===== src/rtl/imm_encode.sv =====
// ============================================================================
// Module   : imm_encode
// Purpose  : Two-stage RISC-V instruction assembler. Takes decoded fields plus
//            a sign-extended immediate and emits a 32-bit instruction word
//            together with a sequential instruction-memory write address.
//            Optional build macro IMM_ENC_RTYPE_EN adds R-type (0110011).
// Revision : 1.0 - initial release
// ============================================================================
`default_nettype none

module imm_encode #(
  parameter logic [63:0] BASE_ADDR = 64'h0,
  parameter int          ADDR_W    = 64
) (
  input  logic              clk,
  input  logic              reset,
  input  logic              in_valid,
  output logic              in_ready,
  input  logic [6:0]        in_opcode,
  input  logic [4:0]        in_rd,
  input  logic [4:0]        in_rs1,
  input  logic [4:0]        in_rs2,
  input  logic [2:0]        in_funct3,
  input  logic [6:0]        in_funct7,
  input  logic [63:0]       in_imm,
  output logic              out_valid,
  input  logic              out_ready,
  output logic [31:0]       out_inst,
  output logic [ADDR_W-1:0] out_addr,
  output logic              out_err
);

  localparam logic [6:0]        OP_IMM    = 7'b0010011;
  localparam logic [6:0]        OP_LOAD   = 7'b0000011;
  localparam logic [6:0]        OP_STORE  = 7'b0100011;
  localparam logic [6:0]        OP_BRANCH = 7'b1100011;
  localparam logic [6:0]        OP_REG    = 7'b0110011;
  localparam logic [ADDR_W-1:0] C_BASE    = ADDR_W'(BASE_ADDR);
  localparam logic [ADDR_W-1:0] C_STEP    = ADDR_W'(4);

  // Stage S1 registers
  logic        s1_v_q,      s1_v_d;
  logic [6:0]  s1_op_q,     s1_op_d;
  logic [4:0]  s1_rd_q,     s1_rd_d;
  logic [4:0]  s1_rs1_q,    s1_rs1_d;
  logic [4:0]  s1_rs2_q,    s1_rs2_d;
  logic [2:0]  s1_f3_q,     s1_f3_d;
  logic [6:0]  s1_f7_q,     s1_f7_d;
  logic [11:0] s1_imm_q,    s1_imm_d;
  logic        s1_rng_q,    s1_rng_d;
  logic        s1_opok_q,   s1_opok_d;

  // Stage S2 / output registers
  logic              out_valid_q, out_valid_d;
  logic [31:0]       out_inst_q,  out_inst_d;
  logic              out_err_q,   out_err_d;
  logic [ADDR_W-1:0] addr_q,      addr_d;

  logic        s2_adv;
  logic        in_fire;
  logic        out_fire;
  logic        range_ok;
  logic        op_ok;
  logic [31:0] asm_inst;
  logic        unused_bits;

  // Handshake: S2 can take a new word when empty or being drained this cycle.
  always_comb begin
    s2_adv   = !out_valid_q || out_ready;
    in_ready = !s1_v_q || !out_valid_q || out_ready;
    in_fire  = in_valid && in_ready;
    out_fire = out_valid_q && out_ready;
  end

  // Classify the incoming bundle: immediate must fit a signed 12-bit field.
  always_comb begin
    range_ok = (&in_imm[63:11]) || !(|in_imm[63:11]);
    op_ok    = 1'b0;
    case (in_opcode)
      OP_IMM, OP_LOAD, OP_STORE, OP_BRANCH: op_ok = 1'b1;
`ifdef IMM_ENC_RTYPE_EN
      OP_REG: begin
        op_ok    = 1'b1;
        range_ok = 1'b1;  // R-type carries no immediate
      end
`endif
      default: op_ok = 1'b0;
    endcase
  end

  // S1 next state: load on accept, empty when its word moves into S2.
  always_comb begin
    s1_op_d   = s1_op_q;
    s1_rd_d   = s1_rd_q;
    s1_rs1_d  = s1_rs1_q;
    s1_rs2_d  = s1_rs2_q;
    s1_f3_d   = s1_f3_q;
    s1_f7_d   = s1_f7_q;
    s1_imm_d  = s1_imm_q;
    s1_rng_d  = s1_rng_q;
    s1_opok_d = s1_opok_q;
    s1_v_d    = s1_v_q && !s2_adv;
    if (in_fire) begin
      s1_v_d    = 1'b1;
      s1_op_d   = in_opcode;
      s1_rd_d   = in_rd;
      s1_rs1_d  = in_rs1;
      s1_rs2_d  = in_rs2;
      s1_f3_d   = in_funct3;
      s1_f7_d   = in_funct7;
      s1_imm_d  = in_imm[11:0];
      s1_rng_d  = range_ok;
      s1_opok_d = op_ok;
    end
  end

  // Assemble the instruction word from the S1 fields.
  always_comb begin
    asm_inst = 32'h0;
    case (s1_op_q)
      OP_IMM, OP_LOAD:
        asm_inst = {s1_imm_q, s1_rs1_q, s1_f3_q, s1_rd_q, s1_op_q};
      OP_STORE:
        asm_inst = {s1_imm_q[11:5], s1_rs2_q, s1_rs1_q, s1_f3_q, s1_imm_q[4:0], s1_op_q};
      OP_BRANCH:  // immediate already in halfword units
        asm_inst = {s1_imm_q[11], s1_imm_q[9:4], s1_rs2_q, s1_rs1_q, s1_f3_q,
                    s1_imm_q[3:0], s1_imm_q[10], s1_op_q};
`ifdef IMM_ENC_RTYPE_EN
      OP_REG:
        asm_inst = {s1_f7_q, s1_rs2_q, s1_rs1_q, s1_f3_q, s1_rd_q, s1_op_q};
`endif
      default: asm_inst = 32'h0;
    endcase
  end

  // S2 next state and address counter; errors do not consume an address.
  always_comb begin
    out_valid_d = out_valid_q;
    out_inst_d  = out_inst_q;
    out_err_d   = out_err_q;
    addr_d      = addr_q;
    if (out_fire && !out_err_q) begin
      addr_d = addr_q + C_STEP;
    end
    if (s2_adv) begin
      out_valid_d = s1_v_q;
      if (s1_v_q) begin
        out_err_d  = !(s1_opok_q && s1_rng_q);
        out_inst_d = (s1_opok_q && s1_rng_q) ? asm_inst : 32'h0;
      end
    end
  end

  // State registers, asynchronously cleared.
  always_ff @(posedge clk or posedge reset) begin
    if (reset) begin
      s1_v_q      <= 1'b0;
      s1_op_q     <= 7'h0;
      s1_rd_q     <= 5'h0;
      s1_rs1_q    <= 5'h0;
      s1_rs2_q    <= 5'h0;
      s1_f3_q     <= 3'h0;
      s1_f7_q     <= 7'h0;
      s1_imm_q    <= 12'h0;
      s1_rng_q    <= 1'b0;
      s1_opok_q   <= 1'b0;
      out_valid_q <= 1'b0;
      out_inst_q  <= 32'h0;
      out_err_q   <= 1'b0;
      addr_q      <= C_BASE;
    end else begin
      s1_v_q      <= s1_v_d;
      s1_op_q     <= s1_op_d;
      s1_rd_q     <= s1_rd_d;
      s1_rs1_q    <= s1_rs1_d;
      s1_rs2_q    <= s1_rs2_d;
      s1_f3_q     <= s1_f3_d;
      s1_f7_q     <= s1_f7_d;
      s1_imm_q    <= s1_imm_d;
      s1_rng_q    <= s1_rng_d;
      s1_opok_q   <= s1_opok_d;
      out_valid_q <= out_valid_d;
      out_inst_q  <= out_inst_d;
      out_err_q   <= out_err_d;
      addr_q      <= addr_d;
    end
  end

  // Output drive; funct7 is only consumed when R-type support is built in.
  always_comb begin
    out_valid   = out_valid_q;
    out_inst    = out_inst_q;
    out_err     = out_err_q;
    out_addr    = addr_q;
    unused_bits = ^s1_f7_q;
  end

endmodule

`default_nettype wire


===== config.mk =====
export PLATFORM = sky130hd
export DESIGN_NAME = imm_encode
export DESIGN_NICKNAME = d
export VERILOG_FILES = /design/src/rtl/imm_encode.sv
export SDC_FILE = /design/constraint.sdc
export NUM_CORES = 1
export LEC_CHECK = 0
export CAP_MARGIN = 10
export CORE_MARGIN = 2
export CORE_UTILIZATION = 42
export DETAILED_ROUTE_END_ITERATION = 8
export PLACE_DENSITY = 0.77
export SLEW_MARGIN = 20
export SYNTH_ARGS = -nofsm -noshare
export SYNTH_HDL_FRONTEND = slang
export SYNTH_SLANG_ARGS = --single-unit
export TNS_END_PERCENT = 1

===== constraint.sdc =====
create_clock -name clk -period 4.57 [get_ports clk]
set_clock_uncertainty 0.2 [all_clocks]
set_input_delay 0.457 -clock clk [delete_from_list [all_inputs] [get_ports clk]]
set_output_delay 0.457 -clock clk [all_outputs]
set_load 0.01 [all_outputs]

==> results of run 1 <==
## cell usage after synthesis, drive strengths merged, types with 6 or more instances
| master | count |
|---|---|
| a22o | 11 |
| mux2i | 6 |
| nor2 | 29 |
| nand2 | 44 |
| xnor2 | 40 |
| and2 | 6 |
| nand4 | 35 |
| inv | 15 |
| nor3 | 11 |
| nand2b | 6 |
| dfrtp | 136 |
| nand3 | 19 |
| buf | 14 |
| mux2 | 39 |
| and3 | 6 |
| xor2 | 21 |
| a22oi | 6 |
| nor4 | 21 |
| o21ai | 13 |
## power by group
group	total, uW	switching [uW]	internal [uW]
Sequential	1300	43.6	1260
Clock	1360	548	814
Combinational	232	94.4	137
Total	2890	686	2210
## layout make-up
type	count	area (sq um)	area share [%]
Clock buffer	17	425.4	4.879
Clock inverter	15	172.7	1.980
Inverter	15	61.31	0.7031
Multi-Input combinational cell	343	2510	28.78
Sequential cell	136	3403	39.03
Tap cell	180	225.2	2.583
Timing Repair Buffer	193	1922	22.04
## per-stage QoR
step                      total power (uW)  worst slack [ns]  utilization [%]  cell area, sq um
after floorplan                       1420            0.2735                -              6051
after global placement                1544             1.623            58.06              8122
after detailed placement              1555             1.561            58.06              8122
after CTS                             2925             2.012            62.33              8720
after global routing                  3003             1.886            62.33              8720
final                                 2894             2.007            62.33              8720
## routing by layer
| layer | vias up | track usage (%) |
|---|---|---|
| li1 | 2224 | - |
| met1 | 2337 | 24.78 |
| met2 | 201 | 33.00 |
| met3 | 31 | 6.731 |
| met4 | 0 | 9.480 |
| met5 | - | 0 |
## cell families (layout without fill, tap and decap cells)
kind of cell	after synthesis	after routing	share of synthesized area [%]
compound gates	43	43	5.049
xor+xnor	61	61	8.835
fa+ha+maj	1	1	0.2069
buf+inv	32	240	2.317
flops	136	136	56.28
mux	45	45	8.256
other cells	1	2	0.06201
simple gates	191	191	18.99
## flip-flops by register name (all words and copies together), names as in the netlist
register / count
s1_opok_q: 1
s1_imm_q: 12
s1_rs1_q: 5
s1_rd_q: 5
out_inst: 32
out_addr: 62
s1_rng_q: 1
out_err: 1
s1_rs2_q: 5
s1_op_q: 7
out_valid: 1
s1_v_q: 1
s1_f3_q: 3
## path summary, 6_finish.rpt
kind / slack, ns / from / depth (start not counted) / to
setup / recovery: 2.01 / out_ready / 6 / out_addr[61]
hold / removal: 0.27 / out_addr[63] / 1 / out_addr[63]
setup reg to reg: 2.13 / out_err / 5 / out_addr[61]
hold reg to reg: 0.27 / out_addr[63] / 1 / out_addr[63]
max in group asynchronous: 2.98 / reset / 3 / out_inst[1]
min in group asynchronous: 0.31 / reset / 2 / out_inst[2]
==> results.ini, run 1 <==
[status]
outcome=finished, final reports clean

[clock_network]
cts_sinks=136
root_buffer=clkbuf_16
cts_made_buffers=17
postCtsSetupBuffers=0
ctsResizeCount=0
cts_max_level=4
hold_buffers=0
clockBufferDepth=2
insertion_delay_ns=0.42
cts.clk_slew.worst_paths_ns=0.06
tritoncts=built

[drt]
wirelength_microns=14930
drt.antenna.violating_nets=0
dr.pass1.iters=5
drt_iter0_markers=281
highest_layer=met4
wl_per_cell_microns=16.61
wl_met1_microns=6119
vias=4793
wl_met3_microns=1061
met2_length_microns=7288
drc=0
via_per_inst=5.331

[placed_design]
port_buffers=189
gp_congestion=0.9365
hpwl_microns=11240
dp_cells=867

[synthesis]
synth-seq-cells=136
yosysUniqueCellTypes=51
yosysTopAreaCell=dfrtp_1
synth.top_cell.area_share_pct=56.28
synth_area_leaders=dfrtp_1, mux2_2, xnor2_1
netlist_area_sq_um=6047
ys_warn_count=0
synthCells=510
synth-main-ff-cell=dfrtp_1
syn-mean-instance-area_sq_um=11.86
asyncSetResetFlopFracSynth_pct=100.0
synth_edf_count=0
ys_seq_area_share_pct=56.28

[floorplanning]
start_util_pct=43.23
die_w_microns=124.0
die-height_microns=124.0
io_pins=199
dieArea_sq_um=15370
fp-row-count=43
core_sq_um=13990

[power_and_ir_drop]
peakVddDrop_v=0.0002154
power_density_nw_per_um2=331.8
power_leakage_uw=0.003736

[worst_setup_path]
cp.required_ns=4.67
path_cells=clkdlybuf4s50_1 > nand3b_1 > nor4_4 > nand4_2 > nand2b_1 > xnor2_1
worstPathArrival_ns=2.67
crit_type=in2reg
cp_slowest_cell=nor4_4
cp_max_fo=9
slowest_delay_ns=0.62
crit_path_start_kind=input port
end_kind=register
critical-path-top-delay-family=simple AND/OR/NAND/NOR gates
worst-path-buf-inv=1

[final_layout]
antenna_cells=0
final_common_cell=clkdlybuf4s50_1
syn_to_final_growth_pct=44.20
fin_cells=899
drive_gt1_share_pct=13.49
fill_cells=1101
nNetsFinal=807
final_cell_mix=clkdlybuf4s50_1, dfrtp_1, nand2_1

[timing]
fin_hold_ws_ns=0.2734
rsz0062_at_grt=no
setup_tns_ns=0
relSlewSlack_pct=36.15
slew_viol_final=0
tightest_slew_ns=0.9544
finalHoldViolCount=0
finalCritPeriodShare_pct=56.08
setup-violations-final=0
timing.fmax_mhz=390.2
min_period_ns=2.563

[run]
drv_cap=0

[grt]
antenna_found_initial=0
overflow=0
grt_usage_pct=20.40
first_global_vias=4856
grt_pass1_wl_microns=23830
grt_max_degree=72

[worst_hold_path]
hold_class=reg2reg

Power figures use the tool's default switching activity.
==> run 2: changes to the inputs <==
--- a/config.mk
+++ b/config.mk
@@ -7,9 +7,9 @@
 export LEC_CHECK = 0
 export CAP_MARGIN = 10
 export CORE_MARGIN = 2
-export CORE_UTILIZATION = 42
+export CORE_UTILIZATION = 46
 export DETAILED_ROUTE_END_ITERATION = 8
-export PLACE_DENSITY = 0.77
+export PLACE_DENSITY = 0.8
 export SLEW_MARGIN = 20
 export SYNTH_ARGS = -nofsm -noshare
 export SYNTH_HDL_FRONTEND = slang
==> constraint.sdc (replaced) <==
create_clock -name clk -period 2.7 [get_ports clk]
set_clock_uncertainty 0.2 [all_clocks]
set_input_delay 0.27 -clock clk [delete_from_list [all_inputs] [get_ports clk]]
set_output_delay 0.27 -clock clk [all_outputs]
set_load 0.01 [all_outputs]
==> run 2 against run 1 <==
  * Power rose by 79%
  * Global-route usage rose by 2.1 points
  * Wire length rose by 3.6%
  * Sequential share of layout area fell by 0.65 points
  * Critical path depth fell by 1
  * Highest routed layer unchanged
  * First-iteration DRC count rose by 30%
  * Largest power group unchanged
  * Via count rose by 1.4%
  * Non-clock buffer count rose by 6
==> results.ini, run 2 (synthesis gave the netlist of run 1 again) <==
[worst_setup_path]
cp_max_fo=9
crit_type=reg2reg
end_kind=register
worstPathArrival_ns=2.58
crit_path_start_kind=register
cp.required_ns=2.84

[placed_design]
hpwl_microns=11910
port_buffers=189
dp_cells=865
gp_congestion=0.9350

[floorplanning]
die-height_microns=118.7
start_util_pct=47.53
core_sq_um=12720
dieArea_sq_um=14080
io_pins=199
fp-row-count=41
die_w_microns=118.7

[timing]
setup-violations-final=0
min_period_ns=2.437
slew_viol_final=0
rsz0062_at_grt=no
tightest_slew_ns=0.8402
finalCritPeriodShare_pct=90.27
setup_tns_ns=0
relSlewSlack_pct=43.65
timing.fmax_mhz=410.3
fin_hold_ws_ns=0.1388
finalHoldViolCount=0

[clock_network]
cts_made_buffers=17
cts.clk_slew.worst_paths_ns=0.06
tritoncts=built
ctsResizeCount=0
insertion_delay_ns=0.40
postCtsSetupBuffers=0
root_buffer=clkbuf_16
cts_sinks=136
cts_max_level=4
hold_buffers=0
clockBufferDepth=2

[final_layout]
final_cell_mix=clkdlybuf4s50_1, dfrtp_1, nand2_1
nNetsFinal=813
antenna_cells=0
syn_to_final_growth_pct=46.64
drive_gt1_share_pct=13.95
fin_cells=896
fill_cells=943
final_common_cell=clkdlybuf4s50_1
largest_reg_flops=62

[grt]
overflow=0
grt_usage_pct=22.52
grt_pass1_wl_microns=25020
first_global_vias=5116
antenna_found_initial=0
grt_max_degree=41

[drt]
via_per_inst=5.424
drc=0
drt_iter0_markers=364
drt.antenna.violating_nets=0
dr.pass1.iters=7
vias=4860
wirelength_microns=15470
wl_per_cell_microns=17.27

[worst_hold_path]
hold_class=in2async

[power_and_ir_drop]
power_leakage_uw=0.003813
power_density_nw_per_um2=582.9
peakVddDrop_v=0.0003721

[status]
outcome=finished, final reports clean

[run]
drv_cap=0

## run 2: cell count changes in the layout (fill, tap and decap cells not counted), moves of 2 or more
| cell | change |
|---|---|
| buf_12 | +4 |
| buf_4 | +2 |
| bufinv_16 | +3 |
| clkbuf_8 | +3 |
| clkinv_4 | -5 |
| inv_6 | -2 |
## run 2: path summary, 6_finish.rpt
path,cells after the start,slack (ns),from,to
worst max-delay path,5,0.26,s1_op_q[3],out_inst[14]
worst min-delay path,2,0.14,reset,out_inst[7]
worst max register to register,5,0.26,s1_op_q[3],out_inst[14]
worst min register to register,1,0.27,out_addr[63],out_addr[63]
max in group asynchronous,3,1.53,reset,out_addr[41]
min in group clk,1,0.27,out_addr[63],out_addr[63]
## run 2: final cells by class
cell class | instances | area (sq um) | share of cell area (%)
Sequential cell | 136 | 3403 | 38.38
Clock inverter | 10 | 191.4 | 2.159
Timing Repair Buffer | 199 | 2017 | 22.75
Inverter | 15 | 60.06 | 0.6773
Tap cell | 172 | 215.2 | 2.427
Multi-Input combinational cell | 343 | 2510 | 28.31
Clock buffer | 21 | 470.5 | 5.305
## run 2: per-stage QoR
step / power, uW / utilization [%] / cell area (sq um) / setup WS, ns
4_1_cts: 5213 / 69.70 / 8867 / 0.2514
2_1_floorplan: 2403 / - / 6055 / 0.5369
3_3_place_gp: 2631 / 64.50 / 8205 / 0.1604
3_5_place_dp: 2652 / 64.50 / 8205 / 0.09098
5_1_grt: 5356 / 69.70 / 8867 / 0.1207
6_report: 5169 / 69.70 / 8867 / 0.2626
## run 2: routing by layer
layer / vias to the layer above / wire, microns / GRT usage [%]
met5: - / 0 / 0
met4: 0 / 518 / 9.524
met3: 38 / 1011 / 5.695
met2: 203 / 8180 / 40.45
met1: 2386 / 5760 / 25.23
li1: 2233 / - / -
## run 2: worst max-delay path, stage by stage, from the launching register on
cell       delay (ns)
dfrtp_1          0.37
nand4bb_1        0.26
or3b_1           0.57
nor3_4           0.40
or2_1            0.37
a22o_1           0.19
## run 2: report_power, final
group | total, uW | internal, uW | switching [uW]
registers | 2200 | 2130 | 75.9
clock network | 2550 | 1710 | 839
logic | 411 | 245 | 166
==> variant (settings of run 2) <==
Reset style: synchronous (`reset`), changed in one clocked block. Comments in the files are not updated.
--- a/src/rtl/imm_encode.sv
+++ b/src/rtl/imm_encode.sv
@@ -152,7 +152,7 @@
   end
 
   // State registers, asynchronously cleared.
-  always_ff @(posedge clk or posedge reset) begin
+  always_ff @(posedge clk) begin
     if (reset) begin
       s1_v_q      <= 1'b0;
       s1_op_q     <= 7'h0;
Function: differs if reset is asserted again (counterexample within 4 cycles, from zero or initial values and one cycle with reset high); with reset held inactive, the same outputs for 10 cycles.
==> variant against run 2 <==
- first-iteration DRC count is 21% higher
- sequential share of layout area is 7.6 points lower
- design area is 0.11% lower
- setup slack better by 0.0029 ns
- via count is 27% higher
- non-clock buffer count is 9 higher
- core utilization is 0.079 points lower
- area after synthesis is 0.27% higher
- hold slack better by 0.029 ns
- sequential cell count stayed put
- count of clock-buffer cells in the layout is 2 lower
- routed wire length is 15% higher
- power is 3.7% lower
- largest cell class is now multi-input gates
==> variant: results (changes against run 2) <==
| Metric | Value |
|---|---|
| Synth Area in Compound Gates | `14.7% (was 5.05%)` |
| Worst VDD drop | `0.465 mV (was 0.372 mV)` |
| Max FFs per register | `62 (unchanged)` |
| Synth cell count leaders | `dfxtp_1, nand2_1, nor2_1 (was dfrtp_1, nand2_1, xnor2_1)` |
| CTS Buf Count | `17 (unchanged)` |
| Crit-path max FO | `11 (was 9)` |
| Sequential cell area fraction in the yosys report | `44.9% (was 56.3%)` |
| DP Area | `8200 sq um (was 8210 sq um)` |
| Gp weighted congestion | `0.834 (was 0.935)` |
| Setup Buffers After CTS | `0 (unchanged)` |
| First-pass GRT wire length | `28.9 mm (was 25.0 mm)` |
| Total iterations of the first detailed-routing run | `5 (was 7)` |
| WL/cell | `16.1 microns (was 17.3 microns)` |
| CP Data Arrival Time | `2.59 ns (was 2.58 ns)` |
| Top cells by area, synth | `dfxtp_1, nand2_1, a21oi_1, nor2_1, nand4_1 (was dfrtp_1, mux2_2, xnor2_1, nand4_1, xor2_1)` |
| Initial antenna violation count | `0 (unchanged)` |
| CTS-repair resized insts | `0 (unchanged)` |
| Pint | `3.94 mW (was 4.09 mW)` |
| Leakage | `3.04 nW (was 3.81 nW)` |
| Power Sequential | `2.07 mW (was 2.20 mW)` |
| Ys Warns | `0 (unchanged)` |
| Adder-cell area share of the yosys netlist | `0.206% (was 0.207%)` |
| Status | `complete, no violations (unchanged)` |
| Clock tree root buffer cell | `clkbuf_16 (unchanged)` |
| Comb pwr share | `6.2% (was 8.0%)` |
| Worst path max stage delay | `0.47 ns (was 0.57 ns)` |
| Ratio of cells with drive above 1 in the final layout | `7.07% (was 14.0%)` |
| Diodes inserted | `0 (unchanged)` |
| Max-Slew Margin vs Limit | `55.7% (was 43.6%)` |
| Initial drt markers | `439 (was 364)` |
| Setup WS pre-CTS | `0.00634 ns (was 0.0910 ns)` |
| Via count of the first global-routing pass | `5,796 (was 5,116)` |
| Slowest-stage cell, CP | `nor4_1 (was or3b_1)` |
| Final nets | `1,021 (was 813)` |
| R2R depth | `5 (unchanged)` |
| Xor/xnor share of the synthesized area | `4.19% (was 8.84%)` |
| Via/cell ratio | `5.59 (was 5.42)` |
| Post-synthesis mux area share | `1.18% (was 8.26%)` |
| HPWL Detailed | `12.9 mm (was 11.9 mm)` |
| Total GRT Usage | `25.4% (was 22.5%)` |
| Worst-Skew Late Latency | `0.43 ns (was 0.40 ns)` |
| Min-delay worst type | `primary input to flop (was primary input to asynchronous set/reset pin)` |
| Largest net degree at the start of global routing | `60 (was 41)` |
| Asr flop ratio synth | `0% (was 100%)` |
variant: cell count changes after synthesis, moves of 38 or more:
cell and delta:
nand2_1 +62, a21oi_1 +72, dfrtp_1 -136, mux2_2 -38, dfxtp_1 +136, nor2_1 +51
variant: worst max-delay path, delay by kind of cell, from the launching register on:
family / cells / cell delay (ns)
and+or+nand+nor: 4 / 1.59
DFF: 1 / 0.43
AOI/OAI and AO/OA: 1 / 0.14
variant: layer usage:
metal / GRT usage, % / routed length (microns)
met1: 30.7 / 7270
met5: 0 / 0
met4: 9.38 / 401
met3: 6.51 / 1300
met2: 43.5 / 8770
variant: path summary, 6_finish.rpt:
| kind | startpoint | endpoint | slack [ns] |
|---|---|---|---|
| hold / removal | reset | out_addr[18]$_SDFFE_PP0P_ | 0.17 |
| setup / recovery | out_addr[19]$_SDFFE_PP0P_ | out_addr[63]$_SDFFE_PP0P_ | 0.27 |
| hold reg to reg | s1_rd_q[4]$_SDFFE_PP0P_ | s1_rd_q[4]$_SDFFE_PP0P_ | 0.25 |
| setup reg to reg | out_addr[19]$_SDFFE_PP0P_ | out_addr[63]$_SDFFE_PP0P_ | 0.27 |
variant: area by class of cell:
cell class	instances	area [sq um]
clock buffer	19	433
clock inverter	13	225
fill	1058	3860
inverter	15	56.3
multi-input combinational	542	3140
sequential	136	2720
tap	172	215
timing repair buffer	208	2070
variant: kinds of logic after synthesis:
family	after synthesis
simple gates	355
fa+ha+maj	1
mux	7
compound gates	148
xor+xnor	29
other cells	1
flops	136
buf+inv	55
variant: stage by stage:
stage | instances | power (mW)
after floorplan | 733 | 2.22
after global placement | 1073 | 2.42
after detailed placement | 1073 | 2.43
after CTS | 1105 | 5.00
after global routing | 1105 | 5.13
final | 1105 | 4.98
